--- config.mk ---
export PLATFORM = sky130hd
export DESIGN_NAME = a2d_chnl_sequencer
export DESIGN_NICKNAME = d
export VERILOG_FILES = /design/src/rtl/a2d_chnl_sequencer_pkg.sv /design/src/rtl/btn_edge_sync.sv /design/src/rtl/a2d_chnl_sequencer.sv
export SDC_FILE = /design/constraint.sdc
export NUM_CORES = 1
export LEC_CHECK = 0
export CAP_MARGIN = 0
export CORE_MARGIN = 2
export CORE_UTILIZATION = 29
export DETAILED_ROUTE_END_ITERATION = 10
export PLACE_DENSITY = 0.5
export SETUP_SLACK_MARGIN = 0.3
export SLEW_MARGIN = 25
export SYNTH_ARGS = -nofsm -noshare
export SYNTH_HDL_FRONTEND = slang
export SYNTH_SLANG_ARGS = --single-unit
--- constraint.sdc ---
create_clock -name clk -period 1.7 [get_ports clk]
set_input_delay 0.34 -clock clk [delete_from_list [all_inputs] [get_ports clk]]
set_output_delay 0.34 -clock clk [all_outputs]
set_load 0.01 [all_outputs]
--- src/rtl/a2d_chnl_sequencer_pkg.sv ---
// a2d_chnl_sequencer_pkg: FSM state type and default parameters shared by the channel sequencer and its button front end
package a2d_chnl_sequencer_pkg;
    typedef enum logic [1:0] {IDLE, START, WAIT} state_t;
    localparam int DEF_NUM_CHNL = 7;
    localparam int DEF_RES_W    = 12;
    localparam int DEF_LED_W    = 8;
    localparam int DEF_SYNC_STG = 3;
    localparam int DEF_LOCKOUT  = 16;
    localparam int DEF_SCAN_DIV = 1024;
    localparam int DEF_TMO_CYC  = 4096;
    function automatic int ch_w(input int n);
        return n > 1 ? $clog2(n) : 1;
    endfunction
endpackage

--- src/rtl/btn_edge_sync.sv ---
// btn_edge_sync: synchronizes the async push-button, detects 0->1 presses and ignores presses for LOCKOUT cycles after one is accepted
//   clk, rst : clock, synchronous active-high reset
//   next_byte: raw asynchronous button
//   press    : one-cycle pulse per accepted press
module btn_edge_sync
    import a2d_chnl_sequencer_pkg::*;
#(
    parameter int SYNC_STG = DEF_SYNC_STG,
    parameter int LOCKOUT  = DEF_LOCKOUT
) (
    input  logic clk,
    input  logic rst,
    input  logic next_byte,
    output logic press
);
    localparam int LK_W = $clog2(LOCKOUT + 1);
    logic [SYNC_STG-1:0] sync;
    logic [LK_W-1:0]     lock;
    logic                rise;
    // sync[SYNC_STG-1] is the oldest sample; a rise is the newer stage at 1 while the last stage is still 0
    assign rise  = sync[SYNC_STG-2] & ~sync[SYNC_STG-1];
    assign press = rise && lock == '0;
    always_ff @(posedge clk) begin
        if (rst) begin
            sync <= '1;
            lock <= '0;
        end else begin
            sync <= {sync[SYNC_STG-2:0], next_byte};
            lock <= press ? LK_W'(LOCKOUT) : (lock != '0 ? lock - 1'b1 : lock);
        end
    end
endmodule

--- src/rtl/a2d_chnl_sequencer.sv ---
// a2d_chnl_sequencer: steps through A2D channels on button presses or a periodic scan, requests conversions and shows results on LEDs
//   clk, rst          : clock, synchronous active-high reset
//   next_byte         : async push-button (manual step)
//   auto_mode         : 1 = periodic scan, 0 = button-stepped
//   cnv_cmplt, res    : conversion-done pulse and its result
//   strt_cnv, chnnl   : one-cycle conversion request and the channel it targets
//   LEDs              : top LED_W bits of the last completed result
//   busy, timeout_err : conversion in flight, sticky timeout flag
module a2d_chnl_sequencer
    import a2d_chnl_sequencer_pkg::*;
#(
    parameter int NUM_CHNL = DEF_NUM_CHNL,
    parameter int RES_W    = DEF_RES_W,
    parameter int LED_W    = DEF_LED_W,
    parameter int SYNC_STG = DEF_SYNC_STG,
    parameter int LOCKOUT  = DEF_LOCKOUT,
    parameter int SCAN_DIV = DEF_SCAN_DIV,
    parameter int TMO_CYC  = DEF_TMO_CYC,
    localparam int CH_W    = ch_w(NUM_CHNL)
) (
    input  logic             clk,
    input  logic             rst,
    input  logic             next_byte,
    input  logic             auto_mode,
    input  logic             cnv_cmplt,
    input  logic [RES_W-1:0] res,
    output logic             strt_cnv,
    output logic [CH_W-1:0]  chnnl,
    output logic [LED_W-1:0] LEDs,
    output logic             busy,
    output logic             timeout_err
);
    localparam int SC_W = $clog2(SCAN_DIV);
    localparam int TM_W = $clog2(TMO_CYC);
    state_t          state;
    logic [SC_W-1:0] scan;
    logic [TM_W-1:0] tmo;
    logic            press;
    logic            tick;
    logic            trig;
    logic            unused_res;
    assign unused_res = ^res;
    btn_edge_sync #(.SYNC_STG(SYNC_STG), .LOCKOUT(LOCKOUT)) u_btn (
        .clk       (clk),
        .rst       (rst),
        .next_byte (next_byte),
        .press     (press)
    );
    // presses are ignored in auto mode, so a coincident press and tick collapse to one trigger
    assign tick = auto_mode && scan == SC_W'(SCAN_DIV - 1);
    assign trig = auto_mode ? tick : press;
    always_ff @(posedge clk) begin
        if (rst || !auto_mode || tick)
            scan <= '0;
        else
            scan <= scan + 1'b1;
    end
    always_ff @(posedge clk) begin
        if (rst) begin
            state       <= IDLE;
            chnnl       <= '0;
            strt_cnv    <= 1'b0;
            busy        <= 1'b0;
            LEDs        <= '0;
            timeout_err <= 1'b0;
            tmo         <= '0;
        end else begin
            strt_cnv <= 1'b0;
            case (state)
                IDLE: if (trig) begin
                    chnnl    <= chnnl == CH_W'(NUM_CHNL - 1) ? '0 : chnnl + 1'b1;
                    strt_cnv <= 1'b1;
                    busy     <= 1'b1;
                    state    <= START;
                end
                START: begin
                    tmo   <= '0;
                    state <= WAIT;
                end
                WAIT: if (cnv_cmplt) begin
                    LEDs  <= res[RES_W-1 -: LED_W];
                    busy  <= 1'b0;
                    state <= IDLE;
                end else if (tmo == TM_W'(TMO_CYC - 1)) begin
                    timeout_err <= 1'b1;
                    busy        <= 1'b0;
                    state       <= IDLE;
                end else begin
                    tmo <= tmo + 1'b1;
                end
                default: state <= IDLE;
            endcase
        end
    end
endmodule

==> impl_metrics.py, run 1 <==
metrics = {
    "status": {
        "outcome": "finished, violations left",
        "violations": "setup timing",
    },
    "critical_path": {
        "cpMostUsedCell": "sky130_fd_sc_hd__or3_4",
        "critPathMaxStageDelay_ps": 390,
        "cp-end-kind": "flop",
        "reg2reg_to": "tmo[6]",
        "cp_data_arrival_time_ps": 1980,
        "r2r_start": "tmo[1]",
        "crit_buf_inv": 1,
        "cell_chain_critical_path": "ha_4 -> nand4_1 -> buf_4 -> or3_4 -> or3_4 -> a21oi_2",
        "r2r.worst_path.cells": 6,
        "highest_net_fanout_along_the_worst_path": 2,
        "reg2reg_slack_ps": -50,
        "critPathRequiredTime_ps": 1940,
        "cp_top_family": "simple AND/OR/NAND/NOR gates",
        "slowest_stage": "sky130_fd_sc_hd__or3_4",
        "critical_path.startpoint_type": "flop",
        "critPathKind": "flop to flop",
    },
    "timing": {
        "max_slew_margin_pct": 75.9,
        "rsz0062_at_grt": "true",
        "setup_total_negative_slack_ps": -148,
        "hold_violations": 0,
        "finalWorstPathRequiredPeriod_ps": 1750,
        "tightestPinTransition_ps": 358,
        "setup-violations-final": 4,
        "slew_viol_final": 0,
        "setup_slack_ps": -45.7,
        "fmax_mhz": 573,
        "worst_clock_skew_ps": 5.14,
        "post-route-period-util_pct": 103,
    },
    "power": {
        "worst_vdd_drop_v": 0.000400,
        "clkPwrFrac_pct": 31.3,
        "seq_power_share_pct": 45.9,
        "switching_power_mw": 0.634,
        "switching_share_pct": 25.4,
        "combinationalPowerShare_pct": 22.8,
        "power.density_cell_area_nw_per_um2": 813,
        "cell_internal_pwr_mw": 1.86,
        "p_leak_nw": 1.20,
    },
    "drt": {
        "drt_drc_violations_left": 0,
        "initialDrtViolationCount": 75,
        "wirelength_per_cell_um": 12.9,
        "total_wire_length_after_detailed_routing_um": 5300,
        "detailedRoute.firstPassIterationCount": 6,
        "dr_total_vias": 1989,
        "vias_per_cell": 4.84,
        "drt.antenna.violating_nets": 0,
    },
    "yosys": {
        "synthArstFlopShare_pct": 0,
        "avgSynthCellArea_um2": 8.51,
        "synth_cell_area_um2": 2050,
        "synth_ff_type": "sky130_fd_sc_hd__dfxtp_1",
        "ys_seq_area_share_pct": 44.9,
        "synth_compound_gate_area_share_pct": 14.0,
        "synthSimpleGateAreaFrac_pct": 30.1,
        "yosysWarnings": 0,
        "synth_enable_flop_cells": 0,
        "synthesis.nets": 261,
        "synth_seq_cells": 46,
        "synthXorXnorAreaFrac_pct": 4.27,
        "synth.area.mux_share_pct": 1.53,
        "yosys.cell_types.count": 44,
        "synth_adder_area_share_pct": 1.83,
        "main_combinational_cell_family_by_area_after_synthesis": "simple AND/OR/NAND/NOR gates",
        "synth_cells": 241,
    },
    "grt": {
        "grt_pass1_vias": 1837,
        "grt_use_total_pct": 14.2,
        "number_of_antenna_violations_at_the_first_check_in_global_routing": 0,
        "grt_start_max_net_pins": 32,
        "grt-ovfl-total": 0,
        "wire_length_of_the_first_global_routing_pass_um": 8610,
    },
    "floorplan": {
        "floorplan.rows": 30,
        "design.core.area_um2": 6830,
        "design.die.area_um2": 7760,
        "dieWidth_um": 88.1,
        "floorplan.initialDensity_pct": 30.0,
        "die_height_um": 88.1,
        "floorplan.io_pins": 31,
    },
    "clocking": {
        "clkSlewWorstSetupHoldPaths_ps": 90,
        "cts_made_buffers": 5,
        "cts_max_level": 2,
        "clk_latency_ps": 300,
        "clock_tree.root_cell": "sky130_fd_sc_hd__clkbuf_8",
        "clock_sinks": 46,
        "max-clock-path-buffers": 2,
        "tritoncts": "done",
        "hold_buffer_count_at_cts": 0,
    },
    "placement": {
        "dpl.hpwl_um": 3520,
        "port-buffer-count": 26,
        "placedInstanceArea_um2": 2760,
        "place_congestion": 0.812,
    },
    "final_layout": {
        "finalNetCount": 335,
        "fillCellCount": 705,
        "drive_gt1_share_pct": 32.7,
        "post_route_standard_cell_area_excluding_fillers_um2": 3070,
        "synthToLayoutAreaGrowth_pct": 49.7,
        "antennaDiodeCount": 0,
    },
    "flow_run": {
        "maxCapViolCount": 0,
    },
    "hold_path": {
        "hold_path_class": "flop to flop",
        "min_delay_worst_endpoint": "u_btn.sync[1]",
        "timing.hold.worst.start": "u_btn.sync[0]",
        "min_delay_path_depth": 1,
    },
}
[timing repair]
item | CTS | global route
pin swaps | 9 | 15
resized for setup | 33 | 19
buffers inserted | 2 | 7
setup endpoints to repair | 34 | 24
cloned | 0 | 1
[sequential cells by signal (all words and copies together), names as in the netlist]
register and cells:
LEDs 8, busy 1, chnnl 3, scan 10, state 2, strt_cnv 1, timeout_err 1, tmo 12
u_btn.lock 5, u_btn.sync 3
[placed cells by master (no fill, tap or decap), types with 3 or more instances in the layout]
master | synthesis | routed
sky130_fd_sc_hd__a21oi_1 | 19 | 16
sky130_fd_sc_hd__a21oi_2 | 0 | 3
sky130_fd_sc_hd__a31oi_1 | 3 | 3
sky130_fd_sc_hd__and3_1 | 4 | 4
sky130_fd_sc_hd__and4_1 | 3 | 3
sky130_fd_sc_hd__buf_4 | 0 | 46
sky130_fd_sc_hd__buf_6 | 0 | 4
sky130_fd_sc_hd__clkbuf_8 | 0 | 6
sky130_fd_sc_hd__clkdlybuf4s50_1 | 0 | 11
sky130_fd_sc_hd__dfxtp_1 | 46 | 34
sky130_fd_sc_hd__dfxtp_2 | 0 | 11
sky130_fd_sc_hd__dlygate4sd2_1 | 0 | 14
sky130_fd_sc_hd__inv_1 | 7 | 5
sky130_fd_sc_hd__inv_2 | 0 | 3
sky130_fd_sc_hd__nand2_1 | 26 | 25
sky130_fd_sc_hd__nand2b_1 | 4 | 4
sky130_fd_sc_hd__nand3_1 | 22 | 20
sky130_fd_sc_hd__nand4_1 | 5 | 5
sky130_fd_sc_hd__nor2_1 | 22 | 21
sky130_fd_sc_hd__nor3_1 | 7 | 7
sky130_fd_sc_hd__nor4_4 | 0 | 3
sky130_fd_sc_hd__o211ai_1 | 5 | 5
sky130_fd_sc_hd__or2_2 | 3 | 3
sky130_fd_sc_hd__or3_4 | 0 | 3
sky130_fd_sc_hd__xnor2_1 | 3 | 3
sky130_fd_sc_hd__xor2_1 | 7 | 7
[power by group through the flow]
stage                     logic [mW]  clock network [mW]  registers [mW]
final                          0.568               0.781            1.15
after global routing           0.630               0.857            1.15
after CTS                      0.503               0.807            1.15
after detailed placement       0.504                   0            1.17
after global placement         0.498                   0            1.17
after floorplan                0.289                   0            1.19
[worst max path at each step]
stage          endpoint  cells past startpoint           from  slack [ps]
5_1_grt          tmo[7]                      7         tmo[1]         -90
4_1_cts        chnnl[2]                      6  u_btn.lock[1]          -5
3_3_place_gp     tmo[6]                      5      cnv_cmplt        -320
2_1_floorplan    tmo[2]                      6         tmo[0]         -40
6_report         tmo[6]                      6         tmo[1]         -50
3_5_place_dp     tmo[3]                      5      cnv_cmplt        -340
[synth_stat cells, types with 4 or more instances]
cell,n,share of area [%]
sky130_fd_sc_hd__dfxtp_1,46,45
sky130_fd_sc_hd__nand2_1,26,4.8
sky130_fd_sc_hd__nand3_1,22,5.4
sky130_fd_sc_hd__nor2_1,22,4.0
sky130_fd_sc_hd__a21oi_1,19,4.6
sky130_fd_sc_hd__clkbuf_1,9,1.6
sky130_fd_sc_hd__inv_1,7,1.3
sky130_fd_sc_hd__nor3_1,7,1.7
sky130_fd_sc_hd__xor2_1,7,3.0
sky130_fd_sc_hd__nor4_1,6,1.8
sky130_fd_sc_hd__nand4_1,5,1.5
sky130_fd_sc_hd__o211ai_1,5,1.8
sky130_fd_sc_hd__and3_1,4,1.2
sky130_fd_sc_hd__nand2b_1,4,1.2
sky130_fd_sc_hd__or3_1,4,1.2
[logic make-up after synthesis]
group,Yosys count
flops,46
xor+xnor,10
fa+ha+maj,3
compound gates,44
buf+inv,18
mux,3
simple gates,117
[metrics by stage]
stage          std cells  worst slack [ps]  power [mW]  hold slack (ps)  util (%)
3_3_place_gp         394              -317        1.67              392      40.3
2_1_floorplan        241             -42.1        1.48              389         -
5_1_grt              411             -90.3        2.64              450      44.9
3_5_place_dp         394              -337        1.68              400      40.3
6_report             411             -45.7        2.50              414      44.9
4_1_cts              403             -5.26        2.46              421      42.9
[cell type report]
type / count / area (um^2) / share of cell area, %
well taps: 96 / 120 / 3.91
flip-flops and latches: 46 / 938 / 30.6
inverters: 8 / 30.0 / 0.978
repair buffers: 77 / 656 / 21.4
multi-input cells: 177 / 1220 / 39.7
clock buffers: 7 / 108 / 3.50
[per-layer routing]
layer  part of all wire (%)  track usage, %  vias to the layer above
li1                       -               -                     1014
met4                   0.93            4.13                        0
met2                     48            23.0                       31
met3                    3.3            2.83                        5
met1                     47            19.1                      939
met5                      0               0                        -
Power figures use the tool's default switching activity.
==> run 2: changes to the inputs <==
--- a/config.mk
+++ b/config.mk
@@ -9,7 +9,6 @@
 export CORE_MARGIN = 2
 export CORE_UTILIZATION = 29
 export DETAILED_ROUTE_END_ITERATION = 10
-export PLACE_DENSITY = 0.5
 export SETUP_SLACK_MARGIN = 0.3
 export SLEW_MARGIN = 25
 export SYNTH_ARGS = -nofsm -noshare
==> run 2 against run 1 <==
Effect of this change: the run now ends clean; count of clock-buffer cells in the layout down 2; via count up 0.85%; cell area up 1.2%; critical endpoint unchanged; highest routed layer unchanged.
==> impl_metrics.py, run 2 (synthesis results as in run 1) <==
metrics = {
    "floorplan": {
        "dieWidth_um": 88.1,
        "design.die.area_um2": 7760,
        "floorplan.io_pins": 31,
        "floorplan.initialDensity_pct": 30.0,
        "die_height_um": 88.1,
        "floorplan.rows": 30,
        "design.core.area_um2": 6830,
    },
    "timing": {
        "fin_hold_ws_ps": 415,
        "worst_clock_skew_ps": 4.69,
        "max_slew_margin_pct": 67.4,
        "post-route-period-util_pct": 99.6,
        "slew_viol_final": 0,
        "tightestPinTransition_ps": 486,
        "rsz0062_at_grt": "true",
        "setup-violations-final": 0,
        "fmax_mhz": 590,
        "finalWorstPathRequiredPeriod_ps": 1690,
        "hold_violations": 0,
    },
    "grt": {
        "grt_start_max_net_pins": 32,
        "number_of_antenna_violations_at_the_first_check_in_global_routing": 0,
        "grt_use_total_pct": 13.3,
        "grt_pass1_vias": 1906,
        "grt-ovfl-total": 0,
        "wire_length_of_the_first_global_routing_pass_um": 8320,
    },
    "final_layout": {
        "layout.cells.most_common": "sky130_fd_sc_hd__buf_4",
        "finalCoreUtilization_pct": 45.5,
        "finalNetCount": 332,
        "antennaDiodeCount": 0,
        "drive_gt1_share_pct": 34.5,
        "top_regs": "tmo (12), scan (10), LEDs (8)",
        "final-instance-count-excl-fill": 409,
        "largest_register_ffs": 12,
        "layout.cells.most_common_list": "41 x sky130_fd_sc_hd__buf_4, 34 x sky130_fd_sc_hd__dfxtp_1, 24 x sky130_fd_sc_hd__nand2_1",
        "synthToLayoutAreaGrowth_pct": 51.5,
        "largest_register": "tmo",
        "post_route_standard_cell_area_excluding_fillers_um2": 3110,
    },
    "clocking": {
        "cts_max_level": 2,
        "cts_made_buffers": 5,
        "clkSlewWorstSetupHoldPaths_ps": 90,
        "clock_tree.root_cell": "sky130_fd_sc_hd__clkbuf_8",
        "clk_latency_ps": 300,
        "tritoncts": "done",
        "max-clock-path-buffers": 2,
        "hold_buffer_count_at_cts": 0,
        "clock_sinks": 46,
    },
    "status": {
        "outcome": "finished, final reports clean",
    },
    "placement": {
        "dpl.hpwl_um": 3400,
        "place_congestion": 0.850,
        "dpl.cell_count": 387,
        "placedInstanceArea_um2": 2700,
        "port-buffer-count": 26,
    },
    "critical_path": {
        "cp-end-kind": "flop",
        "cell_chain_critical_path": "ha_4 -> nand4_1 -> buf_4 -> or3_4 -> or3_4 -> a21oi_2",
        "slowest_stage": "sky130_fd_sc_hd__dfxtp_4",
        "crit_buf_inv": 1,
        "highest_net_fanout_along_the_worst_path": 4,
        "critPathRequiredTime_ps": 1940,
        "cp_data_arrival_time_ps": 1930,
        "critical_path.startpoint_type": "flop",
        "critPathMaxStageDelay_ps": 370,
        "critPathKind": "flop to flop",
        "cpMostUsedCell": "sky130_fd_sc_hd__or3_4",
        "cp_top_family": "simple AND/OR/NAND/NOR gates",
    },
    "power": {
        "power.density_cell_area_nw_per_um2": 795,
        "worst_vdd_drop_v": 0.000431,
        "p_leak_nw": 1.20,
    },
    "drt": {
        "drt.antenna.violating_nets": 0,
        "wirelength_per_cell_um": 13.1,
        "initialDrtViolationCount": 68,
        "detailedRoute.firstPassIterationCount": 4,
        "dr_total_vias": 2006,
        "drt_drc_violations_left": 0,
        "total_wire_length_after_detailed_routing_um": 5360,
        "vias_per_cell": 4.90,
    },
    "flow_run": {
        "maxCapViolCount": 0,
    },
    "hold_path": {
        "hold_path_class": "flop to flop",
    },
}
-- run 2: report_power, final --
part           switching, mW  internal, mW  leakage, nW
clock                  0.388         0.441       0.0585
sequential            0.0246          1.12        0.378
combinational          0.222         0.271        0.764
-- run 2: path summary, 6_finish.rpt --
path / start / endpoint / slack (ps) / cells past startpoint
max reg2reg: tmo[0] / tmo[6] / 6 / 6
min reg2reg: u_btn.sync[0] / u_btn.sync[1] / 420 / 1
min: u_btn.sync[0] / u_btn.sync[1] / 420 / 1
max: tmo[0] / tmo[6] / 6 / 6
-- run 2: per-layer routing --
| metal | track usage (%) | routed length [um] | up-vias |
|---|---|---|---|
| met2 | 23.7 | 2680 | 35 |
| met4 | 3.72 | 77 | 0 |
| met1 | 16.2 | 2460 | 961 |
| met5 | 0 | 0 | - |
| met3 | 3.02 | 150 | 9 |
| li1 | - | - | 1001 |
-- run 2: through the flow --
stage	power (mW)	TNS [ps]	setup slack, ps
2_1_floorplan	1.48	-42.1	-42.1
3_3_place_gp	1.66	-2670	-318
3_5_place_dp	1.67	-3010	-338
4_1_cts	2.49	0	10.5
5_1_grt	2.59	-406	-69.8
6_report	2.47	0	6.22
-- run 2: worst register-to-register path, stage by stage (launching register included) --
cell and delay [ps]:
sky130_fd_sc_hd__dfxtp_4 370, sky130_fd_sc_hd__ha_4 140, sky130_fd_sc_hd__nand4_1 140, sky130_fd_sc_hd__buf_4 200
sky130_fd_sc_hd__or3_4 360, sky130_fd_sc_hd__or3_4 330, sky130_fd_sc_hd__a21oi_2 110
-- run 2: layout make-up --
| cell class | count | area, um^2 |
|---|---|---|
| fillers | 672 | 3720 |
| multi-input cells | 177 | 1270 |
| flip-flops and latches | 46 | 938 |
| repair buffers | 74 | 637 |
| well taps | 96 | 120 |
| clock buffers | 5 | 68.8 |
| clock inverters | 3 | 43.8 |
| inverters | 8 | 30.0 |
-- run 2: repair_timing --
action,CTS,global route
gates resized for setup,39,23
hold endpoints to repair,0,0
setup buffers,12,1
endpoints found under the setup margin,33,21
gates cloned,1,0
pin swaps,13,5
